`src/rtl/store_queue_ctrl.sv`:
```
// Store-path queue: checks alignment, lane-formats accepted stores and drains them
// to the data memory over a req/ack write port, one store per cycle when memory is ready.
//
// state  | meaning
// S_IDLE | no write presented; queue empty
// S_REQ  | head entry presented on mem_*, waiting for mem_ack
`timescale 1ns/1ps
module store_queue_ctrl #(
  parameter int DEPTH = 4,
  parameter int CNT_W = $clog2(DEPTH + 1)
) (
  input  logic             clk,
  input  logic             rst,
  input  logic             st_valid,
  output logic             st_ready,
  input  logic [31:0]      st_addr,
  input  logic [31:0]      st_data,
  input  logic             st_sb,
  input  logic             st_sh,
  output logic             mem_req,
  input  logic             mem_ack,
  output logic [31:0]      mem_addr,
  output logic [31:0]      mem_wdata,
  output logic [3:0]       mem_be,
  output logic             misalign,
  output logic [CNT_W-1:0] count,
  output logic             empty
);

  localparam int PTR_W = $clog2(DEPTH);
  localparam logic [CNT_W-1:0] DEPTH_C = CNT_W'(DEPTH);

  typedef enum logic {S_IDLE = 1'b0, S_REQ = 1'b1} state_t;

  state_t             state_q, state_d;
  logic [PTR_W-1:0]   wr_ptr, rd_ptr;
  logic [CNT_W-1:0]   count_q, count_d;
  logic               misalign_q;

  logic [29:0]        addr_q  [DEPTH];
  logic [31:0]        wdata_q [DEPTH];
  logic [3:0]         be_q    [DEPTH];

  logic               aligned, accept, push, pop;
  logic [3:0]         be_fmt;
  logic [31:0]        wdata_fmt;

  assign st_ready = !rst && (count_q < DEPTH_C);
  assign aligned  = st_sb || (st_sh ? !st_addr[0] : (st_addr[1:0] == 2'b00));
  assign accept   = st_valid && st_ready;
  assign push     = accept && aligned;
  assign pop      = (state_q == S_REQ) && mem_ack;

  // Lane placement is done once at enqueue so the drain side is a plain read.
  always_comb begin
    be_fmt    = 4'b0000;
    wdata_fmt = 32'h0;
    if (st_sb) begin
      be_fmt    = 4'b0001 << st_addr[1:0];
      wdata_fmt = {24'h0, st_data[7:0]} << {st_addr[1:0], 3'b000};
    end else if (st_sh) begin
      be_fmt    = 4'b0011 << {st_addr[1], 1'b0};
      wdata_fmt = {16'h0, st_data[15:0]} << {st_addr[1], 4'b0000};
    end else begin
      be_fmt    = 4'b1111;
      wdata_fmt = st_data;
    end
  end

  always_ff @(posedge clk) begin
    if (push) begin
      addr_q[wr_ptr]  <= st_addr[31:2];
      wdata_q[wr_ptr] <= wdata_fmt;
      be_q[wr_ptr]    <= be_fmt;
    end
  end

  assign count_d = count_q + CNT_W'(push) - CNT_W'(pop);

  always_comb begin
    state_d = state_q;
    case (state_q)
      S_IDLE:  state_d = (count_d != '0) ? S_REQ : S_IDLE;
      S_REQ:   if (mem_ack) state_d = (count_d != '0) ? S_REQ : S_IDLE;
      default: state_d = S_IDLE;
    endcase
  end

  // Reset drops any in-flight request along with the queue contents.
  always_ff @(posedge clk) begin
    if (rst) begin
      state_q    <= S_IDLE;
      wr_ptr     <= '0;
      rd_ptr     <= '0;
      count_q    <= '0;
      misalign_q <= 1'b0;
    end else begin
      state_q    <= state_d;
      count_q    <= count_d;
      misalign_q <= accept && !aligned;
      if (push) wr_ptr <= wr_ptr + PTR_W'(1);
      if (pop)  rd_ptr <= rd_ptr + PTR_W'(1);
    end
  end

  assign mem_req   = (state_q == S_REQ);
  assign mem_addr  = {addr_q[rd_ptr], 2'b00};
  assign mem_wdata = wdata_q[rd_ptr];
  assign mem_be    = be_q[rd_ptr];
  assign misalign  = misalign_q;
  assign count     = count_q;
  assign empty     = (count_q == '0) && !mem_req;

endmodule

```
`config.mk`:
```
export PLATFORM = sky130hd
export DESIGN_NAME = store_queue_ctrl
export DESIGN_NICKNAME = d
export VERILOG_FILES = /design/src/rtl/store_queue_ctrl.sv
export SDC_FILE = /design/constraint.sdc
export NUM_CORES = 1
export LEC_CHECK = 0
export CORE_MARGIN = 2
export CORE_UTILIZATION = 33
export DETAILED_ROUTE_END_ITERATION = 12
export SLEW_MARGIN = 40
export SYNTH_ARGS = -nofsm -noshare
export SYNTH_HDL_FRONTEND = slang
export SYNTH_SLANG_ARGS = --single-unit
```
`constraint.sdc`:
```
create_clock -name clk -period 3.7 [get_ports clk]
set_clock_uncertainty 0.1 [all_clocks]
set_input_delay 0.555 -clock clk [delete_from_list [all_inputs] [get_ports clk]]
set_output_delay 0.555 -clock clk [all_outputs]
set_load 0.02 [all_outputs]
```
---- After elaboration in Yosys (flattened, before gate mapping) ----
Memory sizes are Yosys's and may differ from the RTL's. A register that Yosys moved wholly into a read port is not among the register bits.
Cells that the tools add are included.
W data, S select, Z words.
word-level totals
  flip-flop bits (word level) ............. 9
  bits of input ports ..................... 70
  logic and storage cells ................. 48
  memories kept ........................... 3
  bits in writable memories ............... 264
cells by class
  bitwise operators ....................... 1
  add/subtract/negate cells ............... 4
  magnitude comparators ................... 1
  shift operators ......................... 4
  mux-type cells .......................... 16
  reductions and logical operators ........ 14
memory list
  name     words  width  read ports  clocked after memory_dff  wr ports  line  RTL
  wdata_q  4      32     1           1                         1         41    logic [31:0] wdata_q [DEPTH];
  addr_q   4      30     1           1                         1         40    logic [29:0] addr_q [DEPTH];
  be_q     4      4      1           1                         1         42    logic [3:0] be_q [DEPTH];
operators by type and width
  operator               number
  $mux W32               2
  $shl A16 B5 Y32        1
  $shl A8 B5 Y32         1
  $mux W2                6
  $mux W4                2
  $logic_and A1 B1 Y1    6
  $mux W1                5
  $add A2 B1 Y2 const B  2
  $logic_not A1 Y1       4
  $shl A1 B2 Y4 const A  1
  $shl A2 B2 Y4 const A  1
  $add A3 B1 Y3          1
  $logic_not A3 Y1       1
  $lt A3 B3 Y1 const B   1
  $reduce_bool A3 Y1     1
  $sub A3 B1 Y3          1
  $logic_not A2 Y1       1
  $pmux W1 S2            1
  $logic_or A1 B1 Y1     1
  $not A1 Y1             1

---- Longest topological paths before layout ----
Gate-level depths: netlist of run 1.
  depth after elaboration ................. 10
  mapped depth ............................ 12

---- Least setup slack after synthesis of run 1 ----
No wires, ideal clock.
  path type ............................... input to register
  start ................................... input port rst
  end ..................................... memory addr_q[0][0] (enable)
  setup slack ............................. 230 ps
  data arrival time ....................... 2938 ps
  stages .................................. 4
  path buffers ............................ 1
  cell sequence ........................... buf_2 -> nor2_1 -> and2_1 -> and3_1
on the way
  longest elaborated chain between the ends .. 6
RTL lines
  what                           line  RTL
  start, declared                13    input logic rst,
  $logic_not A1 Y1               48    assign st_ready = !rst && (count_q < DEPTH_C);
  $logic_and A1 B1 Y1            48
  net st_ready                   15    output logic st_ready,
  $logic_and A1 B1 Y1            50    assign accept = st_valid && st_ready;
  $logic_and A1 B1 Y1            51    assign push = accept && aligned;
  $mux W1                        71    if (push) begin
  $mux W1 (not written as such)  72    addr_q[wr_ptr] <= st_addr[31:2];
  end, declared                  40
The timed path passes the listed nets, and every way through them passes these cells.

==> results.toml, run 1 <==
[sta]
hold_viol = 0
rsz0062_at_grt = "false"
fin_tns_setup_ns = 0
timing.final.crit_period_ns = 3.34
slew_headroom_pct = 54.9
hold_ws_ns = 0.446
slew_viol_final = 0
worst_pin_slew_ns = 0.669
setup_violations = 0
fin_crit_sh_pct = 90.3
fmaxAchievable_ghz = 0.299

[placement]
place_congestion = 0.774
io_buffers = 142
dp_cells = 1044
place_hpwl_um = 15100

[routing]
drt-initial-drc-count = 363
wire_per_inst_um = 21.1
wl_um = 23200
num_vias = 5451
routed_via_density = 4.96
drc_errors = 0
dr.pass1.iters = 5
ant_nets = 0

[pwr]
ir_drop_uv = 381
power_density_mw_per_mm2 = 590
pwr-share-comb_pct = 19.9
p_int_w = 0.00601
switching_share_pct = 25.1
seqPwrFrac_pct = 45.3
clockPowerShare_pct = 34.7
leakage_nw = 4.30
power.switching_w = 0.00201

[clock_network]
cts.clk_slew.worst_paths_ns = 0.06
cts.path.max_buffers = 3
cts_made_buffers = 29
h-tree-depth = 1
clk_latency_ns = 0.55
cts_resized = 0
cts_tree = "yes"
holdBufCountCts = 0
post_cts_buffers = 0
cts_num_sinks = 275
cts-root-buf = "clkbuf_16"

[die]
io_pins = 145
die_w_um = 184
die_y_um = 184
dieArea_mm2 = 0.0339
core_area_mm2 = 0.0317
initial_core_util_pct = 33.7
floorplan.rows = 65

[synthesis]
seq_area_frac_synth_pct = 76.2
ys_ff_latch = 275
synthDistinctLibCells = 35
netlist_instances = 509
synthesis.area_mm2 = 0.0107
syn_avg_cell_area_um2 = 21.0
yosysWarnings = 0

[setup_path]
critPathMaxFanout = 28
slowest_delay_ns = 0.62
critPathSlowestCell = "dfxtp_4"
cp-endpoint = "mem_wdata[29]"
cp_cell_sequence = "buf_12 -> mux4_2 -> clkdlybuf4s50_1"
r2r_end = "mem_req$_SDFF_PP0_"
critical_path.endpoint_type = "output pin"
r2r.worst_path.cells = 11
required_ns = 3.04
path_class = "flip-flop to output pin"
cp.arrival_ns = 2.69
crit_path_start_kind = "flip-flop"
r2r-start = "count[2]$_SDFF_PP0_"
rrSetupSlack_ns = 1.31

[global_route]
grt_max_degree = 45
grtUsageTotal_pct = 13.8
grt_pass1_vias = 5818
antenna_found_initial = 1
overflow = 0
grt_pass1_wl_um = 35100

[cells_and_area]
fillers = 2758
multi_input_area_mm2 = 0.00235
fin_cells = 1098
area_delta_synth_final_pct = 27.1
fin_nets = 750
drive_above_1_share_pct = 19.3
final_util_pct = 42.8
regArea_mm2 = 0.00816

[outcome]
outcome = "finished clean"

[worst_hold_path]
hold_class = "flip-flop to flip-flop"

[run]
maxCapViolCount = 0
==> critical path: cells and delay by family, from the launching register on <==
kind,cells,cell delay [ns]
mux,1,0.60
buf+inv,2,0.87
flops,1,0.62
==> metrics by stage <==
stage | cell area [um^2] | setup slack (ns) | power [W]
floorplan | 10700 | 0.230 | 0.00463
CTS | 13600 | 0.246 | 0.00815
global placement | 12700 | 0.484 | 0.00530
detailed placement | 12700 | 0.408 | 0.00533
global route | 13600 | 0.175 | 0.00836
finish | 13600 | 0.358 | 0.00802
==> power groups by stage <==
stage               registers (W)  logic (W)  clock network, W
global route              0.00365    0.00171           0.00300
detailed placement        0.00370    0.00163                 0
finish                    0.00363    0.00160           0.00279
floorplan                 0.00366   0.000968                 0
CTS                       0.00364    0.00163           0.00287
global placement          0.00370    0.00161                 0
==> cell families (layout without fill, tap and decap cells) <==
group,Yosys count,in the layout,synth area share (%)
mux,66,66,13.9
buf+inv,35,220,2.01
simple gates,71,71,3.72
other cells,1,3,0.0351
flops,275,275,76.2
compound gates,50,50,2.89
fa+ha+maj,7,7,0.890
xor+xnor,4,4,0.328
==> area by class of cell <==
cell class / instances / share of cell area, %
Sequential cell: 275 / 60.0
Multi-Input combinational cell: 200 / 17.3
Timing Repair Buffer: 159 / 12.0
Clock buffer: 34 / 5.48
Tap cell: 402 / 3.70
Clock inverter: 19 / 1.29
Inverter: 8 / 0.221
Antenna cell: 1 / 0.0184
==> sequential cells by signal, indices dropped and copies added (netlist names), named ones only <==
register,cells
wr_ptr,2
mem_req,1
misalign,1
wdata_q,128
count,3
be_q,16
addr_q,120
rd_ptr,2
==> how the worst min path moves through the flow <==
stage,start,endpoint,slack [ns],cells past startpoint
after floorplan,rd_ptr[1]$_SDFFE_PP0P_,flip-flop,0.38,2
after global placement,wr_ptr[0]$_SDFFE_PP0P_,wr_ptr[0]$_SDFFE_PP0P_,0.42,2
after detailed placement,rd_ptr[0]$_SDFFE_PP0P_,rd_ptr[0]$_SDFFE_PP0P_,0.43,2
after CTS,rd_ptr[0]$_SDFFE_PP0P_,rd_ptr[0]$_SDFFE_PP0P_,0.45,2
after global routing,rd_ptr[1]$_SDFFE_PP0P_,flip-flop,0.47,2
final,rd_ptr[0]$_SDFFE_PP0P_,rd_ptr[0]$_SDFFE_PP0P_,0.45,2
==> routing by layer <==
metal	vias up	part of all wire [%]	global-route usage (%)
met4	0	1.7	3.62
met5	-	0	0
li1	2402	-	-
met3	33	6.1	2.79
met2	190	52	24.1
met1	2826	41	17.4
==> cell usage after synthesis <==
library cell | count | area [um^2]
nor2_2 | 1 | 6.26
a211oi_1 | 1 | 7.51
nor4_1 | 1 | 6.26
mux4_2 | 66 | 1490
o21ai_0 | 9 | 45.0
inv_1 | 8 | 30.0
and2_1 | 3 | 18.8
xor2_1 | 1 | 8.76
ha_1 | 6 | 75.1
nand2_1 | 20 | 75.1
conb_1 | 1 | 3.75
clkbuf_1 | 3 | 11.3
fa_1 | 1 | 20.0
buf_2 | 10 | 50.1
buf_6 | 6 | 67.6
a22o_1 | 8 | 70.1
nor2_8 | 1 | 20.0
o21bai_2 | 1 | 11.3
o22ai_1 | 9 | 56.3
a31oi_1 | 1 | 6.26
xnor2_1 | 3 | 26.3
and2b_1 | 6 | 45.0
edfxtp_1 | 264 | 7930
and3_1 | 5 | 31.3
a21oi_1 | 19 | 95.1
nand2b_1 | 1 | 6.26
nor2b_1 | 22 | 138
nand3_1 | 2 | 10.0
nor2_4 | 1 | 11.3
o31ai_1 | 1 | 7.51
nor2_1 | 8 | 30.0
buf_1 | 1 | 3.75
o21ba_2 | 1 | 10.0
dfxtp_1 | 11 | 220
buf_4 | 7 | 52.6
==> placed cells by master (no fill, tap or decap), types with 3 or more instances in the layout <==
master	instances
xnor2_1	3
buf_4	11
inv_1	8
nand2_1	20
bufinv_16	3
clkbuf_16	29
and3_4	4
buf_12	6
edfxtp_1	264
dfxtp_1	9
o22ai_1	9
o21ai_0	9
and2_1	3
clkinv_2	3
and2b_1	6
clkbuf_1	5
a21oi_1	19
nor2_1	8
clkinv_1	8
clkdlybuf4s50_1	142
clkinvlp_4	3
nor2b_1	22
mux4_2	66
ha_1	6
a22o_1	8
No activity file was read; power rests on OpenSTA's default activity.
==> inputs of run 2 (changes only) <==
--- a/config.mk
+++ b/config.mk
@@ -8,6 +8,7 @@
 export CORE_MARGIN = 2
 export CORE_UTILIZATION = 33
 export DETAILED_ROUTE_END_ITERATION = 12
+export PLACE_DENSITY = 0.51
 export SLEW_MARGIN = 40
 export SYNTH_ARGS = -nofsm -noshare
 export SYNTH_HDL_FRONTEND = slang
==> run 2 against run 1 <==
  * Flip-flop and latch count unchanged
  * First-iteration DRC count fell by 11%
  * Die area did not move
  * Critical endpoint is now mem_wdata[22]
  * Via count fell by 1.4%
  * Register-to-register slack got worse by 0.02 ns
  * Combinational power about the same
==> results.toml, run 2 (synthesis results as in run 1) <==
[routing]
drt-initial-drc-count = 322
drc_errors = 0
routed_via_density = 4.90
num_vias = 5373
ant_nets = 0
wl_um = 22800
dr.pass1.iters = 4
wire_per_inst_um = 20.8

[cells_and_area]
registers.top_by_ff_count = "wdata_q"
final_util_pct = 42.7
diodes = 0
drive_above_1_share_pct = 19.3
design_area_mm2 = 0.0136
fillers = 2815
top_regs = "wdata_q x128, addr_q x120, be_q x16"
area_delta_synth_final_pct = 26.8
multi_input_area_mm2 = 0.00235
fin_nets = 749
fin_cells = 1096
largest_register_ffs = 128
final_cell_mix = "edfxtp_1, clkdlybuf4s50_1, mux4_2, clkbuf_16, nor2b_1"
final_common_cell = "edfxtp_1"
regArea_mm2 = 0.00816

[sta]
timing.final.crit_period_ns = 3.28
fmaxAchievable_ghz = 0.304
slew_viol_final = 0
fin_crit_sh_pct = 88.8
hold_viol = 0
slew_headroom_pct = 53.6
setup_violations = 0
worst_pin_slew_ns = 0.689
rsz0062_at_grt = "false"
fin_tns_setup_ns = 0

[worst_hold_path]
whs_endpoint = "wr_ptr[0]$_SDFFE_PP0P_"
min_from = "wr_ptr[0]$_SDFFE_PP0P_"
worstHoldPathCells = 2
hold_class = "flip-flop to flip-flop"

[die]
io_pins = 145
core_area_mm2 = 0.0317
initial_core_util_pct = 33.7
die_w_um = 184
die_y_um = 184
dieArea_mm2 = 0.0339
floorplan.rows = 65

[pwr]
clockPowerShare_pct = 33.7
ir_drop_uv = 439
seqPwrFrac_pct = 46.0
power.switching_w = 0.00197
design_power_total_w = 0.00791
power_density_mw_per_mm2 = 583
switching_share_pct = 25.0
leakage_nw = 4.29
p_int_w = 0.00593
pwr-share-comb_pct = 20.3

[setup_path]
crit_path_start_kind = "flip-flop"
r2r_end = "mem_req$_SDFF_PP0_"
path_class = "flip-flop to output pin"
cp_cell_sequence = "buf_12 -> mux4_2 -> clkdlybuf4s50_1"
slowest_delay_ns = 0.68
r2r-start = "count[2]$_SDFF_PP0_"
rrSetupSlack_ns = 1.29
critical_path.endpoint_type = "output pin"
critPathMaxFanout = 22
cp.arrival_ns = 2.63
required_ns = 3.04
r2r.worst_path.cells = 11
critPathSlowestCell = "dfxtp_4"

[clock_network]
cts_tree = "yes"
holdBufCountCts = 0
cts_num_sinks = 275
post_cts_buffers = 0
cts_resized = 0
cts.clk_slew.worst_paths_ns = 0.06
cts_made_buffers = 28
clk_latency_ns = 0.53
cts-root-buf = "clkbuf_16"
h-tree-depth = 1
cts.path.max_buffers = 3

[placement]
io_buffers = 142
place_area_mm2 = 0.0127
place_congestion = 0.804
place_hpwl_um = 14800
dp_cells = 1044

[outcome]
outcome = "finished clean"

[global_route]
overflow = 0
grt_pass1_wl_um = 34600
antenna_found_initial = 0
grtUsageTotal_pct = 13.6
grt_pass1_vias = 5800
grt_max_degree = 52

[run]
maxCapViolCount = 0
[run 2: changes by cell type in the layout (fill, tap and decap cells not counted), sizes merged]
cell / previous run / this run
bufinv: 3 / 1
clkbuf: 34 / 39
clkinv: 12 / 10
clkinvlp: 3 / 2
diode: 1 / 0
inv: 9 / 8
[run 2: critical path: cells and delay by family, from the launching register on]
| kind | cells | cell delay (ns) |
|---|---|---|
| buffers and inverters | 2 | 0.84 |
| DFF | 1 | 0.68 |
| muxes | 1 | 0.57 |
[run 2: power groups by stage]
| stage | clock [W] | combinational [W] | sequential, W |
|---|---|---|---|
| finish | 0.00266 | 0.00160 | 0.00364 |
| global route | 0.00286 | 0.00172 | 0.00366 |
| CTS | 0.00275 | 0.00164 | 0.00365 |
| detailed placement | 0 | 0.00163 | 0.00371 |
| global placement | 0 | 0.00162 | 0.00371 |
| floorplan | 0 | 0.000968 | 0.00366 |
[run 2: layout make-up]
cell class | instances | area share [%]
Sequential cell | 275 | 60.2
Multi-Input combinational cell | 200 | 17.3
Timing Repair Buffer | 159 | 12.1
Clock buffer | 39 | 5.85
Tap cell | 402 | 3.71
Clock inverter | 13 | 0.655
Inverter | 8 | 0.221
[run 2: worst max path at each step]
stage | from | end | slack, ns | depth (start not counted)
after floorplan | rst | addr_q[0][0]$_DFFE_PP_ | 0.23 | 4
after global placement | rst | mem_req$_SDFF_PP0_ | 0.52 | 12
after detailed placement | rst | mem_req$_SDFF_PP0_ | 0.40 | 12
after CTS | flip-flop | mem_addr[7] | 0.32 | 3
after global routing | flip-flop | mem_addr[16] | 0.25 | 3
final | flip-flop | mem_wdata[22] | 0.42 | 3
[run 2: layer usage]
metal / global-route usage [%] / up-vias / part of all wire, %
li1: - / 2399 / -
met1: 18.0 / 2751 / 42
met2: 22.5 / 186 / 47
met3: 3.61 / 37 / 8.6
met4: 3.23 / 0 / 1.9
met5: 0 / - / 0
[run 2: stage by stage]
| step | hold slack (ns) | worst slack (ns) |
|---|---|---|
| 3_5_place_dp | 0.429 | 0.404 |
| 5_1_grt | 0.487 | 0.250 |
| 3_3_place_gp | 0.423 | 0.515 |
| 2_1_floorplan | 0.385 | 0.230 |
| 6_report | 0.432 | 0.415 |
| 4_1_cts | 0.437 | 0.320 |
==> inputs of run 3 (changes only) <==
--- a/config.mk
+++ b/config.mk
@@ -9,6 +9,7 @@
 export CORE_UTILIZATION = 33
 export DETAILED_ROUTE_END_ITERATION = 12
 export PLACE_DENSITY = 0.51
+export REMOVE_ABC_BUFFERS = 1
 export SLEW_MARGIN = 40
 export SYNTH_ARGS = -nofsm -noshare
 export SYNTH_HDL_FRONTEND = slang
==> run 3 against run 2 <==
  * Die area stayed put
  * Cell area is 0.46% higher
  * Flip-flop and latch count stayed put
  * Largest power group unchanged
  * Hold slack worse by 0.0069 ns
  * Wire length is 5.5% higher
  * First-iteration DRC count is 23% lower
  * Sequential power hardly changed
  * Global-route usage is 0.93 points higher
  * Total power hardly changed
  * Sequential share of layout area is 0.28 points lower
==> results.toml, run 3 (synthesis results as in run 1) <==
[setup_path]
cp.arrival_ns = 2.62
critPathMaxFanout = 22
cp_cell_sequence = "buf_4 -> mux4_2 -> clkdlybuf4s50_1"
cp_top_family = "buffers and inverters"
path_class = "flip-flop to output pin"
slowest_delay_ns = 0.66
critPathBufInv = 2
crit_path_start_kind = "flip-flop"
required_ns = 3.04
critical_path.endpoint_type = "output pin"
critPathSlowestCell = "dfxtp_4"

[run]
maxCapViolCount = 0

[sta]
fmaxAchievable_ghz = 0.306
setup_violations = 0
slew_viol_final = 0
worst_pin_slew_ns = 0.614
setup_ws_ns = 0.430
slew_headroom_pct = 59.1
fin_crit_sh_pct = 88.4
hold_viol = 0
timing.final.crit_period_ns = 3.27
rsz0062_at_grt = "false"

[die]
core_area_mm2 = 0.0317
initial_core_util_pct = 33.7
die_y_um = 184
dieArea_mm2 = 0.0339
floorplan.rows = 65
die_w_um = 184
io_pins = 145

[routing]
top_layer_used = "met4"
num_vias = 5386
wire_per_inst_um = 21.9
drc_errors = 0
wl_um = 24000
dr_wl_met3_um = 1720
routed_via_density = 4.90
dr.pass1.iters = 4
drt-initial-drc-count = 247
ant_nets = 0
met1_length_um = 10200
routed-wl-met2_um = 11700

[clock_network]
cts_made_buffers = 29
cts_resized = 0
h-tree-depth = 1
cts_num_sinks = 275
post_cts_buffers = 0
cts_tree = "yes"
cts.clk_slew.worst_paths_ns = 0.06
holdBufCountCts = 0
cts.path.max_buffers = 3
clk_latency_ns = 0.53
cts-root-buf = "clkbuf_16"

[cells_and_area]
final_cell_mix = "edfxtp_1, clkdlybuf4s50_1, mux4_2, clkbuf_16, nor2b_1"
drive_above_1_share_pct = 19.9
registers.top_by_ff_count = "wdata_q"
fillers = 2786
fin_nets = 751
final_util_pct = 42.9
top_regs = "wdata_q x128, addr_q x120, be_q x16"
fin_cells = 1100
largest_register_ffs = 128
area_delta_synth_final_pct = 27.4
multi_input_area_mm2 = 0.00235
regArea_mm2 = 0.00816
final_common_cell = "edfxtp_1"

[global_route]
grt_pass1_vias = 6032
antenna_found_initial = 1
overflow = 0
grt_pass1_wl_um = 36200
grt_max_degree = 34
grtUsageTotal_pct = 14.5

[pwr]
power_density_mw_per_mm2 = 581
ir_drop_uv = 341
leakage_nw = 4.32

[placement]
place_hpwl_um = 15100
dp_cells = 1045
dp_slack_ns = 0.400
place_congestion = 0.768
io_buffers = 142

[outcome]
outcome = "finished clean"

[worst_hold_path]
hold_class = "flip-flop to flip-flop"
## run 3: cell count changes in the layout (fill, tap and decap cells not counted), sizes merged
cell / delta
clkbuf: -8
clkinvlp: -1
buf: +1
inv: +1
diode: +1
clkinv: +10
## run 3: metal layers
layer	GRT usage (%)	vias to the layer above
met1	19.2	2772
met2	24.3	178
li1	-	2405
met5	0	-
met3	3.39	31
met4	3.55	0
## run 3: area by class of cell
class / count / area share (%)
Clock inverter: 23 / 1.11
Multi-Input combinational cell: 200 / 17.3
Antenna cell: 1 / 0.0184
Clock buffer: 31 / 5.38
Tap cell: 402 / 3.69
Sequential cell: 275 / 59.9
Inverter: 8 / 0.220
Timing Repair Buffer: 160 / 12.4
## run 3: final timing paths
check | from | end | slack [ns] | depth (start not counted)
max reg2reg | count[2]$_SDFF_PP0_ | mem_req$_SDFF_PP0_ | 1.27 | 11
min reg2reg | rd_ptr[1]$_SDFFE_PP0P_ | rd_ptr[1]$_SDFFE_PP0P_ | 0.42 | 2
min | rd_ptr[1]$_SDFFE_PP0P_ | rd_ptr[1]$_SDFFE_PP0P_ | 0.42 | 2
max | flip-flop | mem_wdata[2] | 0.43 | 3
## run 3: per-stage QoR
stage               hold slack (ns)  cell area (um^2)  power [W]  setup TNS [ns]
finish                        0.425             13600    0.00791               0
CTS                           0.433             13600    0.00804               0
global route                  0.476             13600    0.00826               0
global placement              0.415             12700    0.00534               0
floorplan                     0.382             10500    0.00459          -32.24
detailed placement            0.412             12700    0.00536               0
## run 3: report_power, final
group	switching, W	internal, W
sequential	0.0000963	0.00354
combinational	0.000781	0.000843
clock	0.00114	0.00150
total	0.00202	0.00589
## run 3: worst register-to-register path: cells and delay by family, from the launching register on
kind            cells  cell delay (ns)
compound gates      1             0.10
simple gates        3             0.44
fa+ha+maj           3             0.83
flops               1             0.36
xor+xnor            2             0.38
buf+inv             2             0.10
